--- config.mk ---
export PLATFORM = sky130hd
export DESIGN_NAME = debug_unit_controller
export DESIGN_NICKNAME = d
export VERILOG_FILES = /design/src/rtl/debug_unit_controller.sv
export SDC_FILE = /design/constraint.sdc
export NUM_CORES = 1
export LEC_CHECK = 0
export CORE_AREA = 2 2 447 449
export CTS_CLUSTER_SIZE = 25
export DETAILED_ROUTE_END_ITERATION = 10
export DIE_AREA = 0 0 449 451
export HOLD_SLACK_MARGIN = 0.02
export PLACE_DENSITY = 0.36
export RECOVER_POWER = 100
export SYNTH_ARGS = -nofsm -noshare
export SYNTH_HDL_FRONTEND = slang
export SYNTH_SLANG_ARGS = --single-unit
--- constraint.sdc ---
create_clock -name i_clock -period 5.9 [get_ports i_clock]
set_input_delay 1.18 -clock i_clock [delete_from_list [all_inputs] [get_ports i_clock]]
set_output_delay 1.18 -clock i_clock [all_outputs]
set_load 0.02 [all_outputs]
--- src/rtl/debug_unit_controller.sv ---
// debug_unit_controller: decodes UART host commands into core run/step controls and streams a framed state dump.
// Defining DEBUG_UNIT_CHECKSUM_EN appends an XOR checksum byte ahead of the trailer.
module debug_unit_controller #(
  parameter int NB_DATA     = 32,
  parameter int NB_BYTE     = 8,
  parameter int N_REGISTERS = 32,
  parameter int N_MEM_WORDS = 32,
  parameter int NB_MEM_ADDR = 5,
  parameter int STEP_SETTLE = 2,
  parameter int NB_STATE    = 3
) (
  input  logic                           i_clock,
  input  logic                           i_reset,
  input  logic [NB_BYTE-1:0]             i_rx_data,
  input  logic                           i_rx_done,
  output logic [NB_BYTE-1:0]             o_tx_data,
  output logic                           o_tx_start,
  input  logic                           i_tx_done,
  input  logic                           i_halt,
  input  logic [NB_DATA-1:0]             i_pc,
  input  logic [NB_DATA-1:0]             i_cycles,
  input  logic [N_REGISTERS*NB_DATA-1:0] i_registers,
  output logic [NB_MEM_ADDR-1:0]         o_mem_addr,
  input  logic [NB_DATA-1:0]             i_mem_data,
  output logic                           o_execution_mode,
  output logic                           o_execution_step,
  output logic                           o_du_done,
  output logic [NB_STATE-1:0]            o_state
);
  localparam int NBYTES = NB_DATA / NB_BYTE;
`ifdef DEBUG_UNIT_CHECKSUM_EN
  localparam int CK_EN = 1;
`else
  localparam int CK_EN = 0;
`endif
  // word index: 0 header, 1 pc, 2 cycles, then registers, memory, optional checksum, trailer
  localparam int W_MEM  = 3 + N_REGISTERS;
  localparam int W_CK   = W_MEM + N_MEM_WORDS;
  localparam int W_LAST = W_CK + CK_EN;
  localparam int WW     = $clog2(W_LAST + 1);
  localparam int BW     = $clog2(NBYTES) + 1;
  localparam int SW     = $clog2(STEP_SETTLE + 2);

  typedef enum logic [NB_STATE-1:0] {
    IDLE = NB_STATE'(0), RUN = NB_STATE'(1), STEP = NB_STATE'(2), LOAD = NB_STATE'(3),
    SEND = NB_STATE'(4), WAIT = NB_STATE'(5), DONE = NB_STATE'(6)
  } state_t;

  state_t             state, nxt;
  logic [WW-1:0]      w, reg_idx;
  logic [BW-1:0]      b, last_b;
  logic [SW-1:0]      cnt;
  logic               mem_ph, halted, is_mem, last_w;
  logic [NB_DATA-1:0] shift, word_sel;
  logic [NB_BYTE-1:0] tail;

`ifdef DEBUG_UNIT_CHECKSUM_EN
  logic [NB_BYTE-1:0] ck;
  always_ff @(posedge i_clock) ck <= (!i_reset || state == DONE) ? '0 : (state == SEND) ? ck ^ o_tx_data : ck;
  assign tail = (w == WW'(W_CK)) ? ck : NB_BYTE'(8'h5A);
`else
  assign tail = NB_BYTE'(8'h5A);
`endif

  assign reg_idx = w - WW'(3);
  assign is_mem  = w >= WW'(W_MEM) && w < WW'(W_CK);
  assign last_b  = (w == '0 || w >= WW'(W_CK)) ? '0 : BW'(NBYTES - 1);
  assign last_w  = w == WW'(W_LAST);

  always_comb begin
    word_sel = (w == '0) ? NB_DATA'(NB_BYTE'(8'hA5)) :
               (w == WW'(1)) ? i_pc :
               (w == WW'(2)) ? i_cycles :
               (w < WW'(W_MEM)) ? i_registers[reg_idx*NB_DATA +: NB_DATA] :
               is_mem ? i_mem_data : NB_DATA'(tail);
  end

  always_ff @(posedge i_clock) state <= !i_reset ? IDLE : nxt;

  always_comb begin
    nxt = state;
    case (state)
      IDLE: if (i_rx_done)
              nxt = (i_rx_data == NB_BYTE'(8'h63) && !halted) ? RUN :
                    (i_rx_data == NB_BYTE'(8'h73) && !halted) ? STEP :
                    (i_rx_data == NB_BYTE'(8'h64)) ? LOAD : IDLE;
      RUN:  nxt = i_halt ? LOAD : RUN;
      STEP: nxt = (cnt == SW'(STEP_SETTLE - 1)) ? LOAD : STEP;
      LOAD: nxt = (is_mem && !mem_ph) ? LOAD : SEND;
      SEND: nxt = WAIT;
      WAIT: if (i_tx_done) nxt = (b != last_b) ? SEND : last_w ? DONE : LOAD;
      DONE: nxt = IDLE;
      default: nxt = IDLE;
    endcase
  end

  always_ff @(posedge i_clock) begin
    if (!i_reset) begin
      w      <= '0;
      b      <= '0;
      cnt    <= '0;
      mem_ph <= 1'b0;
      halted <= 1'b0;
      shift  <= '0;
    end else begin
      if ((state == RUN || state == STEP) && i_halt) halted <= 1'b1;
      cnt    <= (state == STEP) ? cnt + SW'(1) : '0;
      mem_ph <= state == LOAD && is_mem && !mem_ph;
      if (state == LOAD && nxt == SEND) begin
        shift <= word_sel;
        b     <= '0;
      end
      if (state == WAIT && i_tx_done) begin
        if (b != last_b) begin
          b     <= b + BW'(1);
          shift <= shift >> NB_BYTE;
        end else if (!last_w) w <= w + WW'(1);
      end
      if (state == DONE) w <= '0;
    end
  end

  always_comb begin
    o_execution_mode = state == RUN;
    o_execution_step = state == STEP && cnt == '0;
    o_tx_start       = state == SEND;
    o_du_done        = state == DONE;
    o_state          = state;
    o_tx_data        = shift[NB_BYTE-1:0];
    o_mem_addr       = (state == LOAD && is_mem) ? NB_MEM_ADDR'(w - WW'(W_MEM)) : '0;
  end
endmodule
Word level (Yosys, flattened, before mapping)
Cells that the tools add are included.
- add/subtract/negate cells: 5
- $lt $le $gt $ge: 4
- equal/unequal tests: 15
- shifts and indexed selects: 1
- muxes and demuxes: 24
- bitwise operators: 3
- reductions and logical operators: 20
- operators with widths (cell ; count):
    $shiftx 1024x13->32 ; 1
    $mux 32 ; 8
    $eq 8x7->1 const B ; 3
    $mux 3 ; 8
    $pmux 3 s6 ; 1
    $eq 3x3->1 const B ; 4
    $logic_and 1x1->1 ; 10
    $mux 2 ; 5
    $add 7x1->7 const B ; 1
    $eq 7x1->1 const B ; 1
    $eq 7x2->1 const B ; 1
    $eq 7x7->1 const B ; 1
    $ge 7x6->1 const B ; 1
    $ge 7x7->1 const B ; 1
    $logic_not 7->1 ; 1
    $lt 7x6->1 const B ; 1
    $lt 7x7->1 const B ; 1
    $sub 7x2->7 const B ; 1
    $eq 3x2->1 const B ; 2
    $mux 5 ; 1
    $sub 5x2->5 const B ; 1
    $add 3x1->3 const B ; 1
    $eq 3x1->1 const B ; 1
    $logic_not 3->1 ; 1
    other kinds (11) ; 15
- register bits after elaboration: 49
- bits of input ports: 1133
- output and inout port bits: 20

Logic depth before layout (Yosys ltp)
- word-level depth: 12
- mapped depth: 16
- mapped depth without buffers: 8

Least setup slack after synthesis
OpenSTA, ideal clock, no wires.
- path kind: register to output
- from: register w[0]
- to: output port o_mem_addr[1]
- arrival: 3.056 ns
- required time: 4.720 ns
- path slack: 1.664 ns
- stages on the path, launching flop included: 14
- path buffers: 9
- cells stage by stage: dfxtp_1 buf_2 buf_4 buf_4 buf_4 inv_2 buf_2 ha_1 buf_2 buf_2 buf_1 clkbuf_1 inv_1 nor2_1
- cells in the longest elaborated chain, start to end: 4
- elaborated cells between the ends (all ways): 6
- those cells by class: add/sub: 1; order compare: 2; mux: 1; reduce/logical: 2
- RTL lines (element ; RTL line ; RTL):
    start, declared ; 50 ; logic [WW-1:0] w, reg_idx;
    start signal, assigned ; 117 ; end else if (!last_w) w <= w + WW'(1);
    $ge 7x6->1 or $lt 7x7->1 (tied branches) ; 66 ; assign is_mem = w >= WW'(W_MEM) && w < WW'(W_CK);
    $logic_and 1x1->1 ; 66 ;
    $logic_and 1x1->1 ; 130 ; o_mem_addr = (state == LOAD && is_mem) ? NB_MEM_ADDR'(w - WW'(W_MEM)) : '0;
    $mux 5 (*) ; 130 ;
    end, declared ; 23 ; output logic [NB_MEM_ADDR-1:0] o_mem_addr,
Every way passes the cells marked *; elsewhere a longest branch is shown, timed or not.

Worst setup path after layout
- from: register w[2]
- to: output port o_mem_addr[3]
The elaborated chain is that of the path after synthesis.

==> metrics.md <==
| Metric | Value |
|---|---|
| Tcrit/Tclk final | `81.7%` |
| Ys async rst share | `0%` |
| Initial Util | `under 10%` |
| Final Hold Violating Endpoints | `0` |
| Register area share after synthesis | `under 10%` |
| CTS H-tree lvls | `2` |
| Hold crit path type | `reg2reg` |
| Fraction of layout cells with a size suffix above 1 | `16.7%` |
| Cell Chain, Critical Path | `a2111o_1 -> nor2_1 -> o21ai_0 -> nor2_1 -> dlygate4sd3_1` |
| Worst reg-to-reg path cell count | `8` |
| Global route overflow | `0` |
| Clk_lat worst skew | `approximately 0.33 ns` |
| Worst R2R Setup Slack | `1.16 ns` |
| FF+latch count, synth | `roughly 50` |
| Cell count after synthesis | `1092` |
| Fmax | `208 MHz` |
| Main synth FF type | `dfxtp_1` |
| Die Wd | `around 450 um` |
| Net count reported at finish | `3288` |
| Via-to-Cell Ratio | `3.32` |
| Post-Route Skew | `0.0140 ns` |
| Cell taking the most area after synthesis | `mux4_2` |
| Post-CTS Setup Inserts | `0` |
| MaxCap Viol Count | `2` |
| Initial antenna violation count | `roughly 110` |
| Worst Path Max Fanout | `17` |
| CTS max path bufs | `2` |
| # DRC | `0` |
| Final min period | `4.82 ns` |
| Critical Path End Type | `primary output` |
| Crit path launch type | `flop` |
| Die Area | `0.202 mm^2` |
| Number of global-route vias before repair | `16645` |
| Cell depth of the worst min-delay path | `2` |
| First-pass GRT wire length | `194000 um` |
| Slew Limit Fails | `67` |
| Syn Nets | `around 2200` |
| Avg Inst Size Synth | `roughly 11 um^2` |
| Post-cts gate resize count | `0` |
| Failing checks | `max-capacitance violations, max-slew violations` |
| Synth warn | `0` |
| CTS buffer count | `5` |
| CTS root buf | `clkbuf_16` |
| Worst EP arrival | `3.64 ns` |
| CP dominant cell by count | `nor2_1` |
| Routed WL | `157000 um` |
| Total Routing Usage GR | `14.8%` |
| WP data required | `4.72 ns` |
| Clk slew on worst S/H paths | `0.09 ns` |
| Total power | `1.77 mW` |
| Pin count of the biggest net entering global routing | `between 80 and 90` |
| Area delta synth->final | `122%` |
| Kind of critical path | `reg2out` |
| IO buf count | `approximately 1200` |
| CTS tree | `yes` |
| Dpl cell area | `0.0266 mm^2` |
| Post-CTS Hold Buffers | `0` |
| Peak VDD IR | `0.0978 mV` |
| DR WL/cell | `32.5 um` |
| Vias | `15977` |
| Filler Cell Count | `about 23000` |
| Ranking of synthesized cells by area | `mux4_2, dfxtp_1, mux2i_1` |
| TNS Setup | `0 ns` |
| Worst path max stage delay | `roughly 0.95 ns` |
| Setup Viol. Count Final | `0` |
| ANT nets after route | `0` |
| Outcome | `finished, violations left` |
| Critical-path top delay cell | `dfxtp_1` |
| Reg area | `just under 0.001 mm^2` |
| CTS Sinks | `49` |
| Die H | `451 um` |
| Global placement routability congestion | `0.911` |
| Cell area after layout | `0.0267 mm^2` |
| Leakage power | `8.00 nW` |
| Synth cell types | `72` |
| Syn Std Cell Area | `0.0120 mm^2` |
| CORE AREA | `0.198 mm^2` |
| DP HPWL | `between 100000 and 150000 um` |
| Slew headroom | `-56.4%` |
| Initial DRC Count | `1037` |
| Yosys top cell area share | `47.9%` |
| Worst slew pin tran | `2.35 ns` |
| Post-synth EDFFs | `0` |
| RSZ-0062 raised after global routing | `no` |
| Row count | `around 160` |
| Drt pass-1 iters | `5` |
| I/O pin total | `between 1000 and 1500` |
| WHS | `between 0.4 and 0.5 ns` |
| Multi-input gate area | `0.0103 mm^2` |
| PD cells | `66.4 mW/mm^2` |
==> synth_stat cells (10+ instances only) <==
| cell type | instances |
|---|---|
| and3_1 | 10 |
| nand2b_1 | 10 |
| a31oi_1 | 25 |
| clkbuf_1 | 57 |
| mux4_2 | 256 |
| nor3_1 | 11 |
| nand3_1 | 25 |
| o211ai_1 | 23 |
| nand2_1 | 121 |
| dfxtp_1 | 49 |
| a21oi_1 | 20 |
| buf_2 | 54 |
| o21ai_0 | 37 |
| o2111ai_1 | 16 |
| buf_4 | 23 |
| mux2_2 | 16 |
| mux2i_1 | 62 |
| a32oi_1 | 29 |
| nor2_1 | 44 |
| a221o_1 | 34 |
| a21oi_2 | 11 |
| o211a_1 | 17 |
==> registers in the layout (all words and copies together) (netlist names) <==
register,cells
shift,32
w,7
cnt,2
b,3
mem_ph,1
o_state,3
halted,1
==> worst max-delay path, delay by kind of cell, from the launching register on <==
kind	cells	cell delay, ns
AOI/OAI and AO/OA	2	1.36
DFF	1	0.95
buffers and inverters	1	0.72
and+or+nand+nor	2	0.27
==> worst paths after layout <==
path | startpoint | endpoint
worst min-delay path | shift[27] | shift[27]
worst max register to register | w[2] | shift[25]
worst min register to register | shift[27] | shift[27]
worst max-delay path | w[2] | o_mem_addr[3]
==> final cells by class <==
type                       count  area share [%]
sequential                    49            3.68
multi-input combinational    889            38.6
clock buffer                   5           0.468
antenna                       13           0.122
tap                         2656            12.4
clock inverter                 3          0.0749
inverter                      10           0.140
timing repair buffer        1193            44.5
==> cell usage in the layout (no fill, tap or decap), types with 5 or more instances in the layout <==
cell type / Yosys / layout
clkdlybuf4s50_1: 0 / 1134
mux4_2: 256 / 256
nand2_1: 121 / 121
mux2i_1: 62 / 62
dfxtp_1: 49 / 48
nor2_1: 44 / 43
o21ai_0: 37 / 39
a221o_1: 34 / 34
buf_4: 23 / 34
a21oi_1: 20 / 29
a32oi_1: 29 / 29
a31oi_1: 25 / 25
nand3_1: 25 / 24
o211ai_1: 23 / 23
dlygate4sd3_1: 0 / 18
o211a_1: 17 / 17
mux2_2: 16 / 16
o2111ai_1: 16 / 16
diode_2: 0 / 13
nand2b_1: 10 / 10
nor3_1: 11 / 10
a31oi_2: 9 / 9
and3_1: 10 / 8
xnor2_1: 8 / 8
inv_1: 7 / 7
nand4_1: 7 / 7
nand4b_1: 7 / 7
ha_1: 7 / 6
or3_1: 5 / 5
o21ai_1: 7 / 5
a22oi_1: 5 / 5
nor4_1: 5 / 5
clkbuf_16: 0 / 5
buf_12: 1 / 5
==> report_power, final <==
| group | internal (mW) | switching [mW] |
|---|---|---|
| Clock | 0.160 | 0.182 |
| Sequential | 0.330 | 0.000179 |
| Combinational | 0.792 | 0.311 |
| Total | 1.28 | 0.493 |
==> through the flow <==
stage	cells	setup slack [ns]	utilization, %
final	4818	1.08	13.5
after global routing	4806	0.731	13.5
after CTS	4805	1.45	13.5
after detailed placement	4797	1.79	13.4
after global placement	4797	1.79	13.4
after floorplan	1092	1.66	-
==> per-layer routing <==
metal,GRT usage [%],vias up,share of wire (%)
met2,26.8,787,51
met5,0,-,0.13
li1,-,6785,-
met4,1.45,32,1.3
met1,18.7,8224,42
met3,2.63,149,5.7
==> kinds of logic (layout without fill, tap and decap cells) <==
| logic type | Yosys count | in the layout | share of synthesized area [%] |
|---|---|---|---|
| multiplexers | 335 | 335 | 54.7 |
| AND/OR/NAND/NOR | 271 | 271 | 10.9 |
| AO/OA/AOI/OAI | 266 | 266 | 18.1 |
| buffers and inverters | 154 | 1211 | 6.53 |
| flip-flops | 49 | 49 | 8.16 |
| XOR/XNOR | 10 | 10 | 0.853 |
| adder cells (fa/ha/maj) | 7 | 7 | 0.728 |
| other | 0 | 13 | 0 |
Power figures use the tool's default switching activity.
